### src/rtl/axm_pkg.sv
`default_nettype none
// ============================================================================
//  Module   : axm_pkg
//  Brief    : Shared types and helpers for the approximate multiplier pipeline:
//             the transaction mode enum and the kept-column mask builder.
//  Revision : 1.0 - initial release
// ============================================================================
package axm_pkg;

  typedef enum logic {
    AXM_EXACT  = 1'b0,
    AXM_APPROX = 1'b1
  } axm_mode_e;

  // Widest product supported (W <= 16).
  localparam int AXM_MAX_PW = 32;

  // Bit c set when product column c survives truncation (c >= keep_col).
  function automatic logic [AXM_MAX_PW-1:0] axm_col_mask(input int w, input int keep_col);
    logic [AXM_MAX_PW-1:0] m;
    m = '0;
    for (int c = 0; c < AXM_MAX_PW; c++) begin
      if ((c < 2 * w) && (c >= keep_col)) m[c] = 1'b1;
    end
    return m;
  endfunction

endpackage
`default_nettype wire

### src/rtl/axm_pp_trunc.sv
`default_nettype none
// ============================================================================
//  Module   : axm_pp_trunc
//  Brief    : Combinational partial-product generator. Produces the shifted
//             high product (x[W-1:L]*y << L) and the sum of the L low
//             partial-product rows, with columns below KEEP_COL dropped when
//             approx=1. Optional macro AXM_MUL_PIPE_ERR_STAT_EN adds the exact
//             x*y output used by the error statistics.
//  Revision : 1.0 - initial release
// ============================================================================
module axm_pp_trunc
  import axm_pkg::*;
#(
  parameter int W        = 8,
  parameter int L        = 4,
  parameter int KEEP_COL = W - 1
) (
  input  logic [W-1:0]   x,
  input  logic [W-1:0]   y,
  input  logic           approx,
  output logic [2*W-1:0] hi_prod,
  output logic [2*W-1:0] lo_sum
`ifdef AXM_MUL_PIPE_ERR_STAT_EN
  ,
  output logic [2*W-1:0] exact_prod
`endif
);

  localparam logic [AXM_MAX_PW-1:0] FULL_MASK = axm_col_mask(W, KEEP_COL);
  localparam logic [2*W-1:0]        COL_MASK  = FULL_MASK[2*W-1:0];

  logic [2*W-1:0] row_mask;
  logic [2*W-1:0] row;

  // Upper x bits are multiplied exactly; shifting x right by L and back keeps
  // the L = W case legal without a zero-width slice.
  assign hi_prod = ({{W{1'b0}}, (x >> L)} * {{W{1'b0}}, y}) << L;

`ifdef AXM_MUL_PIPE_ERR_STAT_EN
  assign exact_prod = {{W{1'b0}}, x} * {{W{1'b0}}, y};
`endif

  // Sum the low rows; in exact mode the mask is all-ones so hi+lo == x*y.
  always_comb begin
    row_mask = approx ? COL_MASK : {(2*W){1'b1}};
    row      = '0;
    lo_sum   = '0;
    for (int i = 0; i < L; i++) begin
      row    = {{W{1'b0}}, (y & {W{x[i]}})} << i;
      lo_sum = lo_sum + (row & row_mask);
    end
  end

endmodule
`default_nettype wire

### src/rtl/axm_mul_pipe.sv
`default_nettype none
// ============================================================================
//  Module   : axm_mul_pipe
//  Brief    : Two-stage valid/ready multiplier with exact and approximate
//             (low-column truncated) modes. S1 holds high product and low sum,
//             S2 holds the final product. Optional macro
//             AXM_MUL_PIPE_ERR_STAT_EN adds saturating op/error counters.
//  Revision : 1.0 - initial release
// ============================================================================
module axm_mul_pipe
  import axm_pkg::*;
#(
  parameter int W        = 8,
  parameter int L        = 4,
  parameter int KEEP_COL = W - 1,
  parameter int ERR_W    = 32
) (
  input  logic           clk,
  input  logic           rst_n,
  input  logic           in_valid,
  output logic           in_ready,
  input  logic [W-1:0]   x,
  input  logic [W-1:0]   y,
  input  logic           in_mode,
  output logic           out_valid,
  input  logic           out_ready,
  output logic [2*W-1:0] z,
  output logic           z_mode
`ifdef AXM_MUL_PIPE_ERR_STAT_EN
  ,
  input  logic             stat_clr,
  output logic [ERR_W-1:0] op_cnt,
  output logic [ERR_W-1:0] err_acc
`endif
);

  logic           s1_valid_q, s1_valid_d;
  logic [2*W-1:0] s1_hi_q, s1_hi_d;
  logic [2*W-1:0] s1_lo_q, s1_lo_d;
  axm_mode_e      s1_mode_q, s1_mode_d;
  logic           s2_valid_q, s2_valid_d;
  logic [2*W-1:0] s2_z_q, s2_z_d;
  axm_mode_e      s2_mode_q, s2_mode_d;

  logic           s1_adv;
  logic           in_fire;
  logic [2*W-1:0] pp_hi;
  logic [2*W-1:0] pp_lo;

  // S1 may move into S2 whenever S2 is empty or being drained this cycle.
  assign s1_adv    = !s2_valid_q | out_ready;
  assign in_ready  = !s1_valid_q | s1_adv;
  assign in_fire   = in_valid & in_ready;
  assign out_valid = s2_valid_q;
  assign z         = s2_z_q;
  assign z_mode    = s2_mode_q;

`ifdef AXM_MUL_PIPE_ERR_STAT_EN
  logic [2*W-1:0] pp_exact;
  logic [2*W-1:0] s1_exact_q, s1_exact_d;
  logic [2*W-1:0] s2_exact_q, s2_exact_d;
`endif

  axm_pp_trunc #(
    .W        (W),
    .L        (L),
    .KEEP_COL (KEEP_COL)
  ) u_pp (
    .x          (x),
    .y          (y),
    .approx     (in_mode),
    .hi_prod    (pp_hi),
    .lo_sum     (pp_lo)
`ifdef AXM_MUL_PIPE_ERR_STAT_EN
    ,
    .exact_prod (pp_exact)
`endif
  );

  // Next-state for both pipeline stages; data only moves on a transfer.
  always_comb begin
    s1_valid_d = s1_valid_q;
    s1_hi_d    = s1_hi_q;
    s1_lo_d    = s1_lo_q;
    s1_mode_d  = s1_mode_q;
    s2_valid_d = s2_valid_q;
    s2_z_d     = s2_z_q;
    s2_mode_d  = s2_mode_q;
`ifdef AXM_MUL_PIPE_ERR_STAT_EN
    s1_exact_d = s1_exact_q;
    s2_exact_d = s2_exact_q;
`endif
    if (in_ready) s1_valid_d = in_valid;
    if (in_fire) begin
      s1_hi_d   = pp_hi;
      s1_lo_d   = pp_lo;
      s1_mode_d = axm_mode_e'(in_mode);
`ifdef AXM_MUL_PIPE_ERR_STAT_EN
      s1_exact_d = pp_exact;
`endif
    end
    if (s1_adv) s2_valid_d = s1_valid_q;
    if (s1_adv && s1_valid_q) begin
      s2_z_d    = s1_hi_q + s1_lo_q;
      s2_mode_d = s1_mode_q;
`ifdef AXM_MUL_PIPE_ERR_STAT_EN
      s2_exact_d = s1_exact_q;
`endif
    end
  end

  // Pipeline registers; reset empties both stages and zeroes the output.
  always_ff @(posedge clk or negedge rst_n) begin
    if (!rst_n) begin
      s1_valid_q <= 1'b0;
      s1_hi_q    <= '0;
      s1_lo_q    <= '0;
      s1_mode_q  <= AXM_EXACT;
      s2_valid_q <= 1'b0;
      s2_z_q     <= '0;
      s2_mode_q  <= AXM_EXACT;
`ifdef AXM_MUL_PIPE_ERR_STAT_EN
      s1_exact_q <= '0;
      s2_exact_q <= '0;
`endif
    end else begin
      s1_valid_q <= s1_valid_d;
      s1_hi_q    <= s1_hi_d;
      s1_lo_q    <= s1_lo_d;
      s1_mode_q  <= s1_mode_d;
      s2_valid_q <= s2_valid_d;
      s2_z_q     <= s2_z_d;
      s2_mode_q  <= s2_mode_d;
`ifdef AXM_MUL_PIPE_ERR_STAT_EN
      s1_exact_q <= s1_exact_d;
      s2_exact_q <= s2_exact_d;
`endif
    end
  end

`ifdef AXM_MUL_PIPE_ERR_STAT_EN
  // Accumulator is wide enough to catch a carry out of either operand.
  localparam int SW = ((ERR_W > 2 * W) ? ERR_W : 2 * W) + 1;
  localparam logic [ERR_W-1:0] CNT_ONE = ERR_W'(1);

  logic [ERR_W-1:0] op_cnt_q, op_cnt_d;
  logic [ERR_W-1:0] err_acc_q, err_acc_d;
  logic [2*W-1:0]   err_diff;
  logic [SW-1:0]    acc_sum;
  logic             out_fire;

  assign out_fire = s2_valid_q & out_ready;
  assign err_diff = s2_exact_q - s2_z_q;
  assign op_cnt   = op_cnt_q;
  assign err_acc  = err_acc_q;

  // Saturating statistics over approximate transfers; clear wins over update.
  always_comb begin
    op_cnt_d  = op_cnt_q;
    err_acc_d = err_acc_q;
    acc_sum   = {{(SW - ERR_W){1'b0}}, err_acc_q} + {{(SW - 2 * W){1'b0}}, err_diff};
    if (stat_clr) begin
      op_cnt_d  = '0;
      err_acc_d = '0;
    end else if (out_fire && (s2_mode_q == AXM_APPROX)) begin
      if (op_cnt_q != {ERR_W{1'b1}}) op_cnt_d = op_cnt_q + CNT_ONE;
      err_acc_d = (|acc_sum[SW-1:ERR_W]) ? {ERR_W{1'b1}} : acc_sum[ERR_W-1:0];
    end
  end

  // Statistics registers.
  always_ff @(posedge clk or negedge rst_n) begin
    if (!rst_n) begin
      op_cnt_q  <= '0;
      err_acc_q <= '0;
    end else begin
      op_cnt_q  <= op_cnt_d;
      err_acc_q <= err_acc_d;
    end
  end
`endif

endmodule
`default_nettype wire
### config.mk
export PLATFORM = sky130hd
export DESIGN_NAME = axm_mul_pipe
export DESIGN_NICKNAME = d
export VERILOG_FILES = /design/src/rtl/axm_pkg.sv /design/src/rtl/axm_pp_trunc.sv /design/src/rtl/axm_mul_pipe.sv
export SDC_FILE = /design/constraint.sdc
export NUM_CORES = 1
export LEC_CHECK = 0
export ABC_AREA = 1
export ABC_CLOCK_PERIOD_IN_PS = 2250
export CORE_MARGIN = 1.5
export CORE_UTILIZATION = 50
export CTS_CLUSTER_SIZE = 10
export DETAILED_ROUTE_END_ITERATION = 6
export GPL_ROUTABILITY_DRIVEN = 0
export PLACE_DENSITY_LB_ADDON = 0.12
export SYNTH_ARGS = -nofsm -noshare
export SYNTH_HDL_FRONTEND = slang
export SYNTH_HIERARCHICAL = 1
export SYNTH_SLANG_ARGS = --single-unit
### constraint.sdc
create_clock -name clk -period 2.25 [get_ports clk]
set_input_delay 0.3375 -clock clk [delete_from_list [all_inputs] [get_ports clk]]
set_output_delay 0.3375 -clock clk [all_outputs]
set_load 0.02 [all_outputs]
==> flow_results.xml <==
<?xml version="1.0" encoding="UTF-8"?>
<metrics>
  <group name="timing">
    <metric name="finalCriticalPeriod" unit="ns">2.77</metric>
    <metric name="rsz_0062_raised_after_global_routing" unit="">yes</metric>
    <metric name="hold_slack" unit="ns">0.116</metric>
    <metric name="slew_violations" unit="">0</metric>
    <metric name="fmax" unit="MHz">361</metric>
    <metric name="fin_ws" unit="ns">-0.518</metric>
    <metric name="max_slew.worst_pin.slew" unit="ns">0.622</metric>
    <metric name="worst_slew_margin_rel" unit="%">58.5</metric>
    <metric name="finalCritPeriodShare" unit="%">123</metric>
    <metric name="setup_violations" unit="">18</metric>
    <metric name="timing.final.hold_violations" unit="">0</metric>
    <metric name="fin_worst_skew" unit="ns">0.00498</metric>
  </group>
  <group name="yosys">
    <metric name="syn_inst" unit="">659</metric>
    <metric name="synth_seq_area_share" unit="%">26.0</metric>
    <metric name="yosysUniqueCellTypes" unit="">38</metric>
    <metric name="number_of_storage_elements_in_the_synthesis_netlist" unit="">52</metric>
    <metric name="avgSynthCellArea" unit="um^2">7.59</metric>
    <metric name="yosysWarnings" unit="">6</metric>
    <metric name="netlist_area" unit="um^2">5000</metric>
  </group>
  <group name="clock_network">
    <metric name="clk_latency" unit="ns">0.30</metric>
    <metric name="hold_buf_cts" unit="">0</metric>
    <metric name="clock-root-buffer" unit="">clkbuf_8</metric>
    <metric name="cts_tree" unit="">built</metric>
    <metric name="cts-htree-levels" unit="">2</metric>
    <metric name="cts_buffers" unit="">5</metric>
    <metric name="cts.path.max_buffers" unit="">2</metric>
    <metric name="clock_sink_count" unit="">52</metric>
    <metric name="path_clk_slew" unit="ns">0.09</metric>
  </group>
  <group name="setup_path">
    <metric name="endpoint_kind" unit="">register</metric>
    <metric name="worst-endpoint-required" unit="ns">2.44</metric>
    <metric name="crit_path_start_kind" unit="">primary input</metric>
    <metric name="crit_type" unit="">in -&gt; reg</metric>
    <metric name="worst-path-max-fanout" unit="">4</metric>
    <metric name="crit_arrival" unit="ns">2.96</metric>
  </group>
  <group name="routing">
    <metric name="routed_wirelength" unit="mm">11.1</metric>
    <metric name="viasPerCell" unit="">4.75</metric>
    <metric name="drcViolationCount" unit="">0</metric>
    <metric name="detail_route.iter0.violations" unit="">130</metric>
    <metric name="final_antenna_net_count" unit="">0</metric>
    <metric name="drt_first_pass_iters" unit="">4</metric>
    <metric name="wl_per_cell" unit="um">12.4</metric>
    <metric name="routed-via-count" unit="">4262</metric>
  </group>
  <group name="global_route">
    <metric name="grt_first_pass_wirelength" unit="mm">18.0</metric>
    <metric name="grt_max_degree" unit="">53</metric>
    <metric name="total_grt_usage" unit="%">21.5</metric>
    <metric name="grt_pass1_vias" unit="">4070</metric>
    <metric name="overflow" unit="">0</metric>
    <metric name="antenna_violations_before_repair" unit="">0</metric>
  </group>
  <group name="outcome">
    <metric name="failed_checks" unit="">setup timing</metric>
    <metric name="run_status" unit="">finished with violations</metric>
  </group>
  <group name="place">
    <metric name="dpl.hpwl" unit="mm">8.41</metric>
    <metric name="numPortBuffers" unit="">39</metric>
    <metric name="place_worst_setup_slack" unit="ns">-1.34</metric>
  </group>
  <group name="pwr">
    <metric name="pwr-share-clk" unit="%">10.7</metric>
    <metric name="pwr_density_cell" unit="nW/um^2">792</metric>
    <metric name="power_report.internal_total" unit="mW">2.98</metric>
    <metric name="ir_worst_vdd" unit="V">0.000381</metric>
    <metric name="power_leakage" unit="nW">3.67</metric>
    <metric name="fin_total_pwr" unit="mW">5.18</metric>
    <metric name="net-switching-power" unit="mW">2.20</metric>
    <metric name="power_frac_comb" unit="%">61.5</metric>
    <metric name="power.share.sequential" unit="%">27.8</metric>
    <metric name="sw_frac_of_total" unit="%">42.5</metric>
  </group>
  <group name="floorplan">
    <metric name="die_h" unit="um">103</metric>
    <metric name="starting_density_of_the_core" unit="%">51.4</metric>
    <metric name="die_w" unit="um">103</metric>
    <metric name="core_area" unit="um^2">9730</metric>
    <metric name="boundary_pin_count" unit="">40</metric>
    <metric name="floorplan.die_area" unit="um^2">10600</metric>
    <metric name="count_of_standard_cell_rows" unit="">36</metric>
  </group>
  <group name="final_layout">
    <metric name="post_route_cells_drive_above_1_share" unit="%">28.9</metric>
    <metric name="layout-area-overhead-vs-synth" unit="%">30.9</metric>
    <metric name="antenna_cells_inserted" unit="">0</metric>
    <metric name="n_fill_cell" unit="">831</metric>
    <metric name="num-nets-final" unit="">856</metric>
  </group>
  <group name="min_path">
    <metric name="holdCritPathClass" unit="">in -&gt; async</metric>
  </group>
  <group name="job">
    <metric name="number_of_violations_of_the_max_capacitance_limit" unit="">0</metric>
  </group>
</metrics>
## worst paths after layout
kind / start / end / slack [ns] / cells past startpoint
worst max-delay path: in_mode / s1_lo_q[11] / -0.52 / 12
worst min-delay path: rst_n / z[10] / 0.12 / 2
worst max register to register: s1_lo_q[0] / z[10] / 0.39 / 10
worst min register to register: z[11] / z[11] / 0.49 / 2
max in group asynchronous: rst_n / s1_hi_q[12] / 1.70 / 2
min in group clk: in_mode / s1_mode_q / 0.48 / 4
## metrics by stage
| stage | TNS (ns) | util, % | std cells | area [um^2] |
|---|---|---|---|---|
| after floorplan | -7.71 | - | 665 | 5240 |
| after global placement | -20.17 | 61.8 | 872 | 6010 |
| after detailed placement | -21.07 | 61.8 | 872 | 6010 |
| after CTS | -5.74 | 65.8 | 897 | 6400 |
| after global routing | -7.63 | 67.3 | 898 | 6550 |
| final | -6.46 | 67.3 | 898 | 6550 |
## metal layers
layer	GRT usage [%]	vias up	wire length [um]
li1	-	2207	-
met1	26.8	1975	5010
met2	39.6	66	5730
met3	1.90	14	225
met4	6.13	0	155
met5	0	-	0
## layout by cell type, fill, tap and decap left out, drive strengths merged
master,instances
or2,6
nand2,222
a21oi,18
clkbuf,6
dlygate4sd2,2
clkinv,2
nor3,7
xnor2,6
dfrtp,52
inv,126
nand3,39
xor2,6
nor2,36
fa,26
and2,2
conb,7
mux2,32
ha,45
clkdlybuf4s50,22
o21bai,1
nand4,3
buf,88
o21ai,7
o21a,1
nand3b,3
## layout make-up
type	count	area (um^2)	share of cell area, %
multi-input combinational	467	3540	54.1
tap	133	166	2.54
clock inverter	2	13.8	0.210
inverter	126	480	7.34
timing repair buffer	112	960	14.7
sequential	52	1300	19.9
clock buffer	6	82.6	1.26
## worst max-delay path, stage by stage
cell and delay, ns:
buf_8 0.10, buf_2 0.16, nor3_2 0.25, fa_1 0.48
fa_2 0.60, ha_4 0.21, or2_1 0.26, nand4_1 0.13
nand2_1 0.06, nand2_1 0.06, nand2_1 0.05, mux2_4 0.27
## flip-flops by register name, indices dropped and copies added (netlist names)
signal and flops:
out_valid 1, z_mode 1, s1_valid_q 1, s1_mode_q 1, s1_hi_q 16, z 16
s1_lo_q 16
## power groups by stage
| stage | registers [mW] | clock network (mW) | logic, mW |
|---|---|---|---|
| finish | 1.44 | 0.556 | 3.19 |
| global placement | 1.45 | 0 | 2.92 |
| global route | 1.48 | 0.619 | 3.56 |
| floorplan | 1.60 | 0 | 1.94 |
| CTS | 1.44 | 0.576 | 3.11 |
| detailed placement | 1.46 | 0 | 2.98 |
## synth_stat cells (all sizes together)
| cell | n | area [um^2] |
|---|---|---|
| nand2 | 222 | 848 |
| inv | 125 | 469 |
| dfrtp | 52 | 1300 |
| ha | 45 | 563 |
| nand3 | 39 | 205 |
| nor2 | 36 | 138 |
| mux2 | 32 | 435 |
| fa | 26 | 521 |
| a21oi | 18 | 93.8 |
| buf | 13 | 101 |
| clkbuf | 7 | 26.3 |
| nor3 | 7 | 40.0 |
| o21ai | 7 | 38.8 |
| or2 | 6 | 37.5 |
| xnor2 | 6 | 52.6 |
| xor2 | 6 | 52.6 |
| nand3b | 3 | 22.5 |
| nand4 | 3 | 18.8 |
| and2 | 2 | 15.0 |
| clkinv | 1 | 3.75 |
| conb | 1 | 3.75 |
| o21a | 1 | 7.51 |
| o21bai | 1 | 7.51 |
## kinds of logic after synthesis
kind of cell / synth area share, %
other: 0.0750
adders and majority gates: 21.7
and+or+nand+nor: 26.5
xor gates and xnor gates: 2.10
buffers and inverters: 12.0
DFF: 26.0
muxes: 8.70
AOI/OAI and AO/OA: 2.95
## repair_timing
action	in CTS	in global routing
setup buffers	16	2
setup endpoints to repair	19	19
cloned	1	0
pin swaps	42	23
gates resized for setup	125	39
No activity file was read; power rests on OpenSTA's default activity.
==> RTL change (same flow settings) <==
`L` is set to 4 in 2 places; all go to 3.
--- a/src/rtl/axm_pp_trunc.sv
+++ b/src/rtl/axm_pp_trunc.sv
@@ -12,7 +12,7 @@
   import axm_pkg::*;
 #(
   parameter int W        = 8,
-  parameter int L        = 4,
+  parameter int L        = 3,
   parameter int KEEP_COL = W - 1
 ) (
   input  logic [W-1:0]   x,
--- a/src/rtl/axm_mul_pipe.sv
+++ b/src/rtl/axm_mul_pipe.sv
@@ -11,7 +11,7 @@
   import axm_pkg::*;
 #(
   parameter int W        = 8,
-  parameter int L        = 4,
+  parameter int L        = 3,
   parameter int KEEP_COL = W - 1,
   parameter int ERR_W    = 32
 ) (
Behaviour: not the same (Yosys sat finds a counterexample within 4 cycles, from zero or initial values and one cycle with rst_n low).
==> RTL change against the original RTL <==
The flow still finishes with violations (setup timing). Clock power rose by 19%. Final area is 2.1% higher. Wire length fell by 4.6%. Area after synthesis up 1.4%. Utilization rose by 0.81 points. Sequential cell count stayed put. Power grew 7.9%. Global-route usage down 1.6 points. Worst setup slack worse by 220 ps. First-iteration DRC count up 22%. Critical path type unchanged. Largest power group unchanged. Highest routed layer unchanged.
==> RTL change: results (changes against the original RTL) <==
Routed Wire Length = 10610 µm (-4.6%)
Placed Area = 0.006063 mm² (+0.81%)
Worst clock skew = 7.810 ps (+2.830 ps)
Adder-cell area share of the yosys netlist = 0.2162 (-0.0004188)
IO buf count = 39 (unchanged)
Total GRT Usage = 0.1988 (-0.01615)
# setup viols final = 11 (-7)
PnR worst setup slack = -738.9 ps (-221.2 ps)
Post-layout net count = 852 (-0.47%)
Slowest cell on the critical path = fa_1
Post-synthesis mux area share = 0.08588 (-0.001160)
Critical Path AT = 3190 ps (+230 ps)
Clk_lat worst skew = 310 ps
CP Launch Point = y[3]
Status = finished, violations left
Most frequent cells after synthesis = nand2_1 (219), inv_1 (124), dfrtp_1 (52)
Global-route wire length before repair = 17750 µm (-1.6%)
Max VDD drop = 417.1 µV (+9.6%)
DR pass1 iterations = 5 (+1)
Xor and xnor fraction of the mapped netlist area = 0.02073 (-0.0002800)
Post-synthesis compound-gate area fraction = 0.02493 (-0.004589)
Yosys cell types = 36 (-5.3%)
Antenna violations before repair = 0 (unchanged)
Crit Path Max Fanout = 5 (+1)
Leakage = 0.003715 µW (+1.1%)
Failing checks = setup timing
Number of global-route vias before repair = 4134 (+1.6%)
Vias after detailed routing = 4266 (+0.094%)
Seq/Total Area, Yosys = 0.2567 (-0.003467)
Iteration-0 DRC count of the detailed router = 159 (+22%)
CP peak stage delay = 490 ps (-110 ps)
Sw frac = 0.4180 (-0.006625)
Worst slew pin tran = 627.4 ps (+5.323 ps)
Top post-synthesis cells by area = dfrtp_1 (26%), nand2_1 (16%), ha_1 (11%)
Layout cell share with drive strength beyond 1 = 0.3013 (+0.01243)
-- RTL change: cell count changes in the layout (fill, tap and decap cells not counted), moves of 4 or more --
cell	before	now
buf_6	13	18
ha_4	11	15
buf_4	64	52
nand3_2	6	20
nor2_1	28	19
inv_1	102	106
-- RTL change: path summary, 6_finish.rpt --
path	endpoint	slack [ps]	cells past startpoint
setup / recovery	s1_hi_q[14]	-740	18
hold / removal	z[7]	130	2
min in group clk	s1_mode_q	420	4
hold reg to reg	z[8]	480	2
max in group asynchronous	z[3]	1700	2
setup reg to reg	z[6]	440	9
-- RTL change: power by group through the flow --
stage	clock, µW	sequential [µW]	combinational, µW
floorplan	0	1590	2110
global placement	0	1440	3120
detailed placement	0	1450	3170
CTS	682	1430	3420
global route	716	1470	3900
finish	659	1430	3500
-- RTL change: cell type report --
class	count	area, µm²
multi-input cells	467	3657
fillers	852	3133
flip-flops and latches	52	1301
repair buffers	106	957.2
inverters	127	483.0
well taps	133	166.4
clock buffers	6	82.58
clock inverters	2	38.79
-- RTL change: stage by stage --
step	TNS (ps)	util	setup slack, ps	cells	total power [µW]
final	-5651	0.6809	-738.9	893	5593
after global routing	-6796	0.6809	-838.4	893	6087
after CTS	-5465	0.6607	-745.0	886	5536
after detailed placement	-19900	0.6175	-1511	870	4618
after global placement	-19340	0.6175	-1435	870	4558
after floorplan	-7830	-	-920.1	677	3703
-- RTL change: cells by family (layout without fill, tap and decap cells) --
| family | count (synthesis) | after routing |
|---|---|---|
| buf+inv | 158 | 241 |
| fa+ha+maj | 72 | 72 |
| compound gates | 24 | 24 |
| simple gates | 319 | 319 |
| flops | 52 | 52 |
| xor+xnor | 12 | 12 |
| mux | 32 | 32 |
| other cells | 1 | 8 |
-- RTL change: what timing repair did --
action	CTS	global route
resized for setup	125	47
buffers inserted	8	7
endpoints found under the setup margin	18	15
pin swaps	35	45
-- RTL change: metal layers --
metal,up-vias,track usage,share of wire
met3,13,0.02706,0.028
li1,2215,-,-
met2,81,0.3605,0.51
met1,1957,0.2425,0.45
met5,-,0,0
met4,0,0.06647,0.020
